File: src/rtl/mem_responder_pkg.sv
// Shared types and geometry for the memory responder.
package mem_responder_pkg;

  localparam int unsigned BEATS  = 4;
  localparam int unsigned BEAT_W = 64;
  localparam int unsigned LINE_W = 256;

  typedef enum logic [1:0] {
    IDLE,
    FILL,
    WRITEBACK,
    RESP
  } state_e;

endpackage

File: src/rtl/mem_responder_if.sv
// CPU-side request/response and backing-memory burst signals.
interface mem_responder_if;

  logic [31:0] cpu_address;
  logic [3:0]  cpu_rmask;
  logic [3:0]  cpu_wmask;
  logic [31:0] cpu_wdata;
  logic [31:0] cpu_rdata;
  logic        cpu_resp;
  logic [31:0] bmem_address;
  logic        bmem_read;
  logic        bmem_write;
  logic [63:0] bmem_wdata;
  logic [63:0] bmem_rdata;
  logic        bmem_resp;

  // Responder view
  modport slave (
    input  cpu_address, cpu_rmask, cpu_wmask, cpu_wdata, bmem_rdata, bmem_resp,
    output cpu_rdata, cpu_resp, bmem_address, bmem_read, bmem_write, bmem_wdata
  );

  // Requester / memory-model view
  modport master (
    output cpu_address, cpu_rmask, cpu_wmask, cpu_wdata, bmem_rdata, bmem_resp,
    input  cpu_rdata, cpu_resp, bmem_address, bmem_read, bmem_write, bmem_wdata
  );

endinterface

File: src/rtl/mem_responder_line_buffer.sv
// Single-line buffer: valid/tag, beat-wise fill and byte-lane store merge.
module line_buffer #(
  parameter int unsigned BEATS  = 4,
  parameter int unsigned BEAT_W = 64
) (
  input  logic              clk,
  input  logic              rst_n,
  input  logic              beat_we_i,
  input  logic [1:0]        beat_idx_i,
  input  logic [BEAT_W-1:0] beat_data_i,
  input  logic              set_valid_i,
  input  logic [26:0]       tag_i,
  input  logic              merge_i,
  input  logic [2:0]        word_idx_i,
  input  logic [3:0]        wmask_i,
  input  logic [31:0]       wdata_i,
  output logic              valid_o,
  output logic [26:0]       tag_o,
  output logic [31:0]       word_o,
  output logic [BEAT_W-1:0] beat_o
);

  localparam int unsigned LW = BEATS * BEAT_W;
  localparam int unsigned IW = $clog2(LW);

  logic [LW-1:0] data_q, data_d;
  logic          valid_q, valid_d;
  logic [26:0]   tag_q, tag_d;
  logic [IW-1:0] word_lsb, beat_lsb;

  assign word_lsb = IW'({word_idx_i, 5'b00000});
  assign beat_lsb = IW'(beat_idx_i) * IW'(BEAT_W);

  // Beat write lands first so a merge on the final fill beat overrides it
  always_comb begin
    data_d  = data_q;
    valid_d = valid_q | set_valid_i;
    tag_d   = set_valid_i ? tag_i : tag_q;
    if (beat_we_i) begin
      data_d[beat_lsb +: BEAT_W] = beat_data_i;
    end
    if (merge_i) begin
      for (int unsigned b = 0; b < 4; b++) begin
        if (wmask_i[b]) begin
          data_d[word_lsb + IW'(8 * b) +: 8] = wdata_i[8*b +: 8];
        end
      end
    end
  end

  // Buffer state registers
  always_ff @(posedge clk or negedge rst_n) begin
    if (!rst_n) begin
      data_q  <= '0;
      valid_q <= 1'b0;
      tag_q   <= '0;
    end else begin
      data_q  <= data_d;
      valid_q <= valid_d;
      tag_q   <= tag_d;
    end
  end

  assign valid_o = valid_q;
  assign tag_o   = tag_q;
  assign word_o  = data_q[word_lsb +: 32];
  assign beat_o  = data_q[beat_lsb +: BEAT_W];

endmodule

File: src/rtl/mem_responder.sv
// Write-through single-line responder between a CPU memory stage and a
// 4-beat burst backing memory.
module mem_responder #(
  parameter int unsigned BEATS  = mem_responder_pkg::BEATS,
  parameter int unsigned BEAT_W = mem_responder_pkg::BEAT_W
) (
  input  logic            clk,
  input  logic            rst,
  mem_responder_if.slave  bus
);

  import mem_responder_pkg::*;

  state_e            state_q, state_d;
  logic [1:0]        cnt_q, cnt_d;
  logic              is_write, is_req, hit, last_beat;
  logic              beat_we, set_valid, merge;
  logic              buf_valid;
  logic [26:0]       buf_tag;
  logic [31:0]       buf_word;
  logic [BEAT_W-1:0] buf_beat;
  logic [31:0]       line_addr;

  assign is_write  = |bus.cpu_wmask;
  assign is_req    = is_write | (|bus.cpu_rmask);
  assign hit       = buf_valid && (buf_tag == bus.cpu_address[31:5]);
  assign last_beat = bus.bmem_resp && (cnt_q == 2'(BEATS - 1));
  assign line_addr = {bus.cpu_address[31:5], 5'b00000};

  line_buffer #(
    .BEATS  (BEATS),
    .BEAT_W (BEAT_W)
  ) u_buf (
    .clk         (clk),
    .rst_n       (rst),
    .beat_we_i   (beat_we),
    .beat_idx_i  (cnt_q),
    .beat_data_i (bus.bmem_rdata),
    .set_valid_i (set_valid),
    .tag_i       (bus.cpu_address[31:5]),
    .merge_i     (merge),
    .word_idx_i  (bus.cpu_address[4:2]),
    .wmask_i     (bus.cpu_wmask),
    .wdata_i     (bus.cpu_wdata),
    .valid_o     (buf_valid),
    .tag_o       (buf_tag),
    .word_o      (buf_word),
    .beat_o      (buf_beat)
  );

  // State and beat counter registers
  always_ff @(posedge clk or negedge rst) begin
    if (!rst) begin
      state_q <= IDLE;
      cnt_q   <= '0;
    end else begin
      state_q <= state_d;
      cnt_q   <= cnt_d;
    end
  end

  // Next state, buffer controls and bus outputs; outputs are zero outside
  // their active states so reset clears them immediately
  always_comb begin
    state_d          = state_q;
    cnt_d            = cnt_q;
    beat_we          = 1'b0;
    set_valid        = 1'b0;
    merge            = 1'b0;
    bus.cpu_resp     = 1'b0;
    bus.cpu_rdata    = '0;
    bus.bmem_address = '0;
    bus.bmem_read    = 1'b0;
    bus.bmem_write   = 1'b0;
    bus.bmem_wdata   = '0;
    unique case (state_q)
      IDLE: begin
        if (is_req) begin
          if (!hit) begin
            state_d = FILL;
            cnt_d   = '0;
          end else if (is_write) begin
            merge   = 1'b1;
            state_d = WRITEBACK;
            cnt_d   = '0;
          end else begin
            state_d = RESP;
          end
        end
      end
      FILL: begin
        bus.bmem_read    = 1'b1;
        bus.bmem_address = line_addr;
        if (bus.bmem_resp) begin
          beat_we = 1'b1;
          cnt_d   = cnt_q + 2'd1;
        end
        if (last_beat) begin
          set_valid = 1'b1;
          if (is_write) begin
            merge   = 1'b1;
            state_d = WRITEBACK;
            cnt_d   = '0;
          end else begin
            state_d = RESP;
          end
        end
      end
      WRITEBACK: begin
        bus.bmem_write   = 1'b1;
        bus.bmem_address = line_addr;
        bus.bmem_wdata   = buf_beat;
        if (bus.bmem_resp) begin
          cnt_d = cnt_q + 2'd1;
        end
        if (last_beat) begin
          state_d = RESP;
        end
      end
      RESP: begin
        bus.cpu_resp  = 1'b1;
        bus.cpu_rdata = buf_word;
        state_d       = IDLE;
      end
      default: state_d = IDLE;
    endcase
  end

endmodule

File: src/flat_wrapper.sv
// flat-port wrapper written by rule: the top's interface ports become plain ports
module mem_responder_flat import mem_responder_pkg::*;
#(
  parameter int unsigned BEATS  = mem_responder_pkg::BEATS,
  parameter int unsigned BEAT_W = mem_responder_pkg::BEAT_W
)
  (clk, rst, bus_cpu_address, bus_cpu_rmask, bus_cpu_wmask, bus_cpu_wdata, bus_bmem_rdata, bus_bmem_resp, bus_cpu_rdata, bus_cpu_resp, bus_bmem_address, bus_bmem_read, bus_bmem_write, bus_bmem_wdata);
  mem_responder_if bus_i ();
  input  logic clk;
  input  logic rst;
  input wire logic [$bits(bus_i.cpu_address)-1:0] bus_cpu_address;
  input wire logic [$bits(bus_i.cpu_rmask)-1:0] bus_cpu_rmask;
  input wire logic [$bits(bus_i.cpu_wmask)-1:0] bus_cpu_wmask;
  input wire logic [$bits(bus_i.cpu_wdata)-1:0] bus_cpu_wdata;
  input wire logic [$bits(bus_i.bmem_rdata)-1:0] bus_bmem_rdata;
  input wire logic [$bits(bus_i.bmem_resp)-1:0] bus_bmem_resp;
  output wire logic [$bits(bus_i.cpu_rdata)-1:0] bus_cpu_rdata;
  output wire logic [$bits(bus_i.cpu_resp)-1:0] bus_cpu_resp;
  output wire logic [$bits(bus_i.bmem_address)-1:0] bus_bmem_address;
  output wire logic [$bits(bus_i.bmem_read)-1:0] bus_bmem_read;
  output wire logic [$bits(bus_i.bmem_write)-1:0] bus_bmem_write;
  output wire logic [$bits(bus_i.bmem_wdata)-1:0] bus_bmem_wdata;
  assign bus_i.cpu_address = bus_cpu_address;
  assign bus_i.cpu_rmask = bus_cpu_rmask;
  assign bus_i.cpu_wmask = bus_cpu_wmask;
  assign bus_i.cpu_wdata = bus_cpu_wdata;
  assign bus_i.bmem_rdata = bus_bmem_rdata;
  assign bus_i.bmem_resp = bus_bmem_resp;
  assign bus_cpu_rdata = bus_i.cpu_rdata;
  assign bus_cpu_resp = bus_i.cpu_resp;
  assign bus_bmem_address = bus_i.bmem_address;
  assign bus_bmem_read = bus_i.bmem_read;
  assign bus_bmem_write = bus_i.bmem_write;
  assign bus_bmem_wdata = bus_i.bmem_wdata;
  mem_responder #(.BEATS(BEATS), .BEAT_W(BEAT_W)) u_core (.clk(clk), .rst(rst), .bus(bus_i));
endmodule
File: config.mk
export PLATFORM = sky130hd
export DESIGN_NAME = mem_responder_flat
export DESIGN_NICKNAME = d
export VERILOG_FILES = /design/src/rtl/mem_responder_pkg.sv /design/src/rtl/mem_responder_if.sv /design/src/rtl/mem_responder_line_buffer.sv /design/src/rtl/mem_responder.sv /design/src/flat_wrapper.sv
export SDC_FILE = /design/constraint.sdc
export NUM_CORES = 1
export LEC_CHECK = 0
export CORE_MARGIN = 1
export CORE_UTILIZATION = 45
export CTS_CLUSTER_SIZE = 12
export DETAILED_ROUTE_END_ITERATION = 16
export PLACE_DENSITY = 0.7
export SYNTH_ARGS = -nofsm -noshare
export SYNTH_HDL_FRONTEND = slang
export SYNTH_HIERARCHICAL = 1
export SYNTH_SLANG_ARGS = --single-unit
File: constraint.sdc
create_clock -name clk -period 3.04 [get_ports clk]
set_input_delay 0.608 -clock clk [delete_from_list [all_inputs] [get_ports clk]]
set_output_delay 0.608 -clock clk [all_outputs]
set_load 0.02 [all_outputs]
==> impl_metrics.toml <==
[outcome]
status = "complete, no violations"

[place]
hpwl_um = 43900
portBuffers = 262
routabilityCongestion = 0.875
dp.cells = 2562

[timing]
hold-worst-slack_ps = 92.1
period_share_pct = 99.4
relSlewSlack_pct = 52.0
final.min_clock_period_ps = 3020
fmax_ghz = 0.331
clock_skew_ps = 12.3
finalMaxSlewViolations = 0
finalHoldViolCount = 0
setup_violations = 0
rsz0062_at_grt = "yes"
worst_pin_slew_ps = 720

[grt]
grt.total_usage_pct = 31.5
met3_usage_pct = 8.26
gr-total-overflow = 0
use_met2_pct = 49.3
grt_max_degree = 85
use_met1_pct = 40.9
antenna_found_initial = 2
grt_busiest_layer = "met2"
grt_pass1_wl_um = 106000
first_global_vias = 18252

[critical_path]
slowest_stage = "clkdlybuf4s50_1"
arrival_ps = 2410
crit_family = "buffers and inverters"
crit_chain = "buf_4 -> buf_12 -> mux4_2 -> nand2_1 -> nand2_1 -> and2_1 -> clkdlybuf4s50_1"
regToRegSetupSlack_ps = 40
critPathBufInv = 3
crit_fanout = 12
endpoint_kind = "output port"
ff2ff_path_depth = 11
path_common_cell = "nand2_1"
path_depth = 7
worst_setup_path_start_kind = "input port"
crit_end = "bus_cpu_rdata[13]"
path_class = "input port to output port"
timing.rr.end = "u_core/u_buf/data_q[67]$_DFF_PN0_"
worstReg2RegStart = "u_core/u_buf/tag_o[0]$_DFFE_PN0P_"
slowest_delay_ps = 530
crit_start = "bus_cpu_address[2]"
cp.required_ps = 2430

[logic_synthesis]
synthesis.area_mm2 = 0.0190
synth_top_area_share_pct = 37.9
ys_ff_latch = 288
synth_largest_area_cell = "dfrtp_1"
yosys.cell_types.count = 67
yosys_warnings = 6
synth-seq-area-share_pct = 37.9
synth-edff-count = 0
async_flop_share_pct = 100
synth_flop_cell = "dfrtp_1"
syn_inst = 1848
syn_area_per_cell_um2 = 10.3
yosys-top-cells-area = "dfrtp_1 38%, mux4_2 15%, a21oi_1 7.2%"

[final_layout]
layout-drive-gt1-share_pct = 23.2
syn2layout_area_growth_pct = 30.7
final_cell_mix = "286 x dfrtp_1, 258 x a21oi_1, 188 x nand2_1, 167 x clkdlybuf4s50_1, 133 x and2_1"
fin_cells = 2650
nNetsFinal = 2253
final_common_cell = "dfrtp_1"
utilization_pct = 60.3

[die]
num_rows = 74
die_height_um = 207
dieArea_mm2 = 0.0430
coreArea_mm2 = 0.0412
num_io_pins = 270
die_w_um = 207
initial_core_util_pct = 46.1

[clock_network]
clockBufferDepth = 3
cts_sinks = 288
numCtsBuffers = 35
cts-htree-levels = 2
cts_root_buf = "clkbuf_16"
tritoncts = "built"
clk-insertion-delay-late_ps = 550
clkSlewWorstSetupHoldPaths_ps = 60

[route]
wl_per_cell_um = 26.8
drt_iter0_markers = 2271
vias = 18195
drt-total-wl_um = 70900
drtAntennaViolNets = 0
viasPerCell = 6.87
remaining_drc_errors = 0
first_pass_iters = 6

[run]
cap_viol_max_count = 0

[pwr]
ir_drop_uv = 548
power.density_mw_per_mm2 = 614
finalPower_w = 0.0152
leakagePower_nw = 11.1

[worst_hold_path]
worst_hold_path_type = "input port to async pin"
[what timing repair did]
| item | CTS | global route |
|---|---|---|
| endpoints found under the setup margin | 153 | 209 |
| setup buffers | 4 | 19 |
| gates cloned | 0 | 7 |
| resized for setup | 70 | 102 |
| hold buffers | 0 | 0 |
| pin swaps | 0 | 21 |
[through the flow]
| step | cell area [um^2] | TNS, ps | worst slack (ps) |
|---|---|---|---|
| floorplan | 19100 | 0 | 2.46 |
| global placement | 23000 | -104540 | -559 |
| detailed placement | 23000 | -114570 | -624 |
| CTS | 24100 | 0 | 10.4 |
| global route | 24800 | -2570 | -103 |
| finish | 24800 | 0 | 18.4 |
[logic make-up after synthesis]
family	count (synthesis)	synth area share [%]
AO/OA/AOI/OAI	543	19.3
AND/OR/NAND/NOR	539	15.4
other	1	0.0197
flip-flops	288	37.9
XOR/XNOR	27	1.25
buffers and inverters	236	5.61
adder cells (fa/ha/maj)	17	1.12
multiplexers	197	19.4
[layout make-up]
type	count	area, um^2
Antenna cell	1	2.50
Fill cell	3346	16400
Timing Repair Buffer	435	4710
Clock inverter	7	85.1
Clock buffer	50	1030
Multi-Input combinational cell	1328	11100
Inverter	9	36.3
Tap cell	532	666
Sequential cell	288	7210
[how the worst min path moves through the flow]
stage | start | to | slack [ps] | cells after the start
finish | rst | u_core/u_buf/data_q[105]$_DFF_PN0_ | 90 | 1
global route | rst | u_core/u_buf/data_q[105]$_DFF_PN0_ | 130 | 1
CTS | rst | u_core/u_buf/data_q[135]$_DFF_PN0_ | 110 | 1
detailed placement | u_core/u_buf/valid_o$_DFF_PN0_ | u_core/u_buf/valid_o$_DFF_PN0_ | 450 | 1
global placement | u_core/u_buf/valid_o$_DFF_PN0_ | u_core/u_buf/valid_o$_DFF_PN0_ | 450 | 1
floorplan | rst | u_core/cnt_q[0]$_DFFE_PN0P_ | 310 | 0
[routing by layer]
metal  part of all wire (%)  up-vias
li1                       -     7560
met1                     37     8904
met2                     45     1492
met3                     13      237
met4                    4.2        2
met5                  0.014        -
[power breakdown]
group          internal [W]  total, W  switching, W
Clock               0.00252   0.00417       0.00166
Combinational       0.00300   0.00626       0.00325
Sequential          0.00435   0.00482      0.000461
Total               0.00988    0.0152       0.00537
[synthesized netlist by cell type (3+ instances only)]
library cell and count:
nor3_1 16, a31oi_1 20, nand2b_1 3, buf_6 3, or2_2 3, nand3_1 101
a221o_1 24, a32oi_1 108, and2_1 134, dfrtp_1 288, nand2_1 193, clkbuf_2 4
nor4_1 14, ha_1 17, xnor2_1 12, nor2b_1 3, mux4_2 128, buf_4 14
buf_1 24, mux2i_1 5, clkbuf_1 115, nor2_1 4, nor3b_2 4, mux2_2 51
inv_1 9, a22oi_1 72, a32o_1 26, buf_2 66, xor2_1 15, mux2_1 6
nor4_4 3, a21oi_1 275, and4b_1 10, nand4_1 13, and3_1 18, mux2_4 7
o2bb2ai_1 7
[flip-flops by register name, summed over array words and instances (netlist names)]
| signal | cells |
|---|---|
| u_core/state_q | 2 |
| u_core/cnt_q | 2 |
| u_core/u_buf/tag_o | 27 |
| u_core/u_buf/data_q | 256 |
| u_core/u_buf/valid_o | 1 |
No activity file was read; power rests on OpenSTA's default activity.
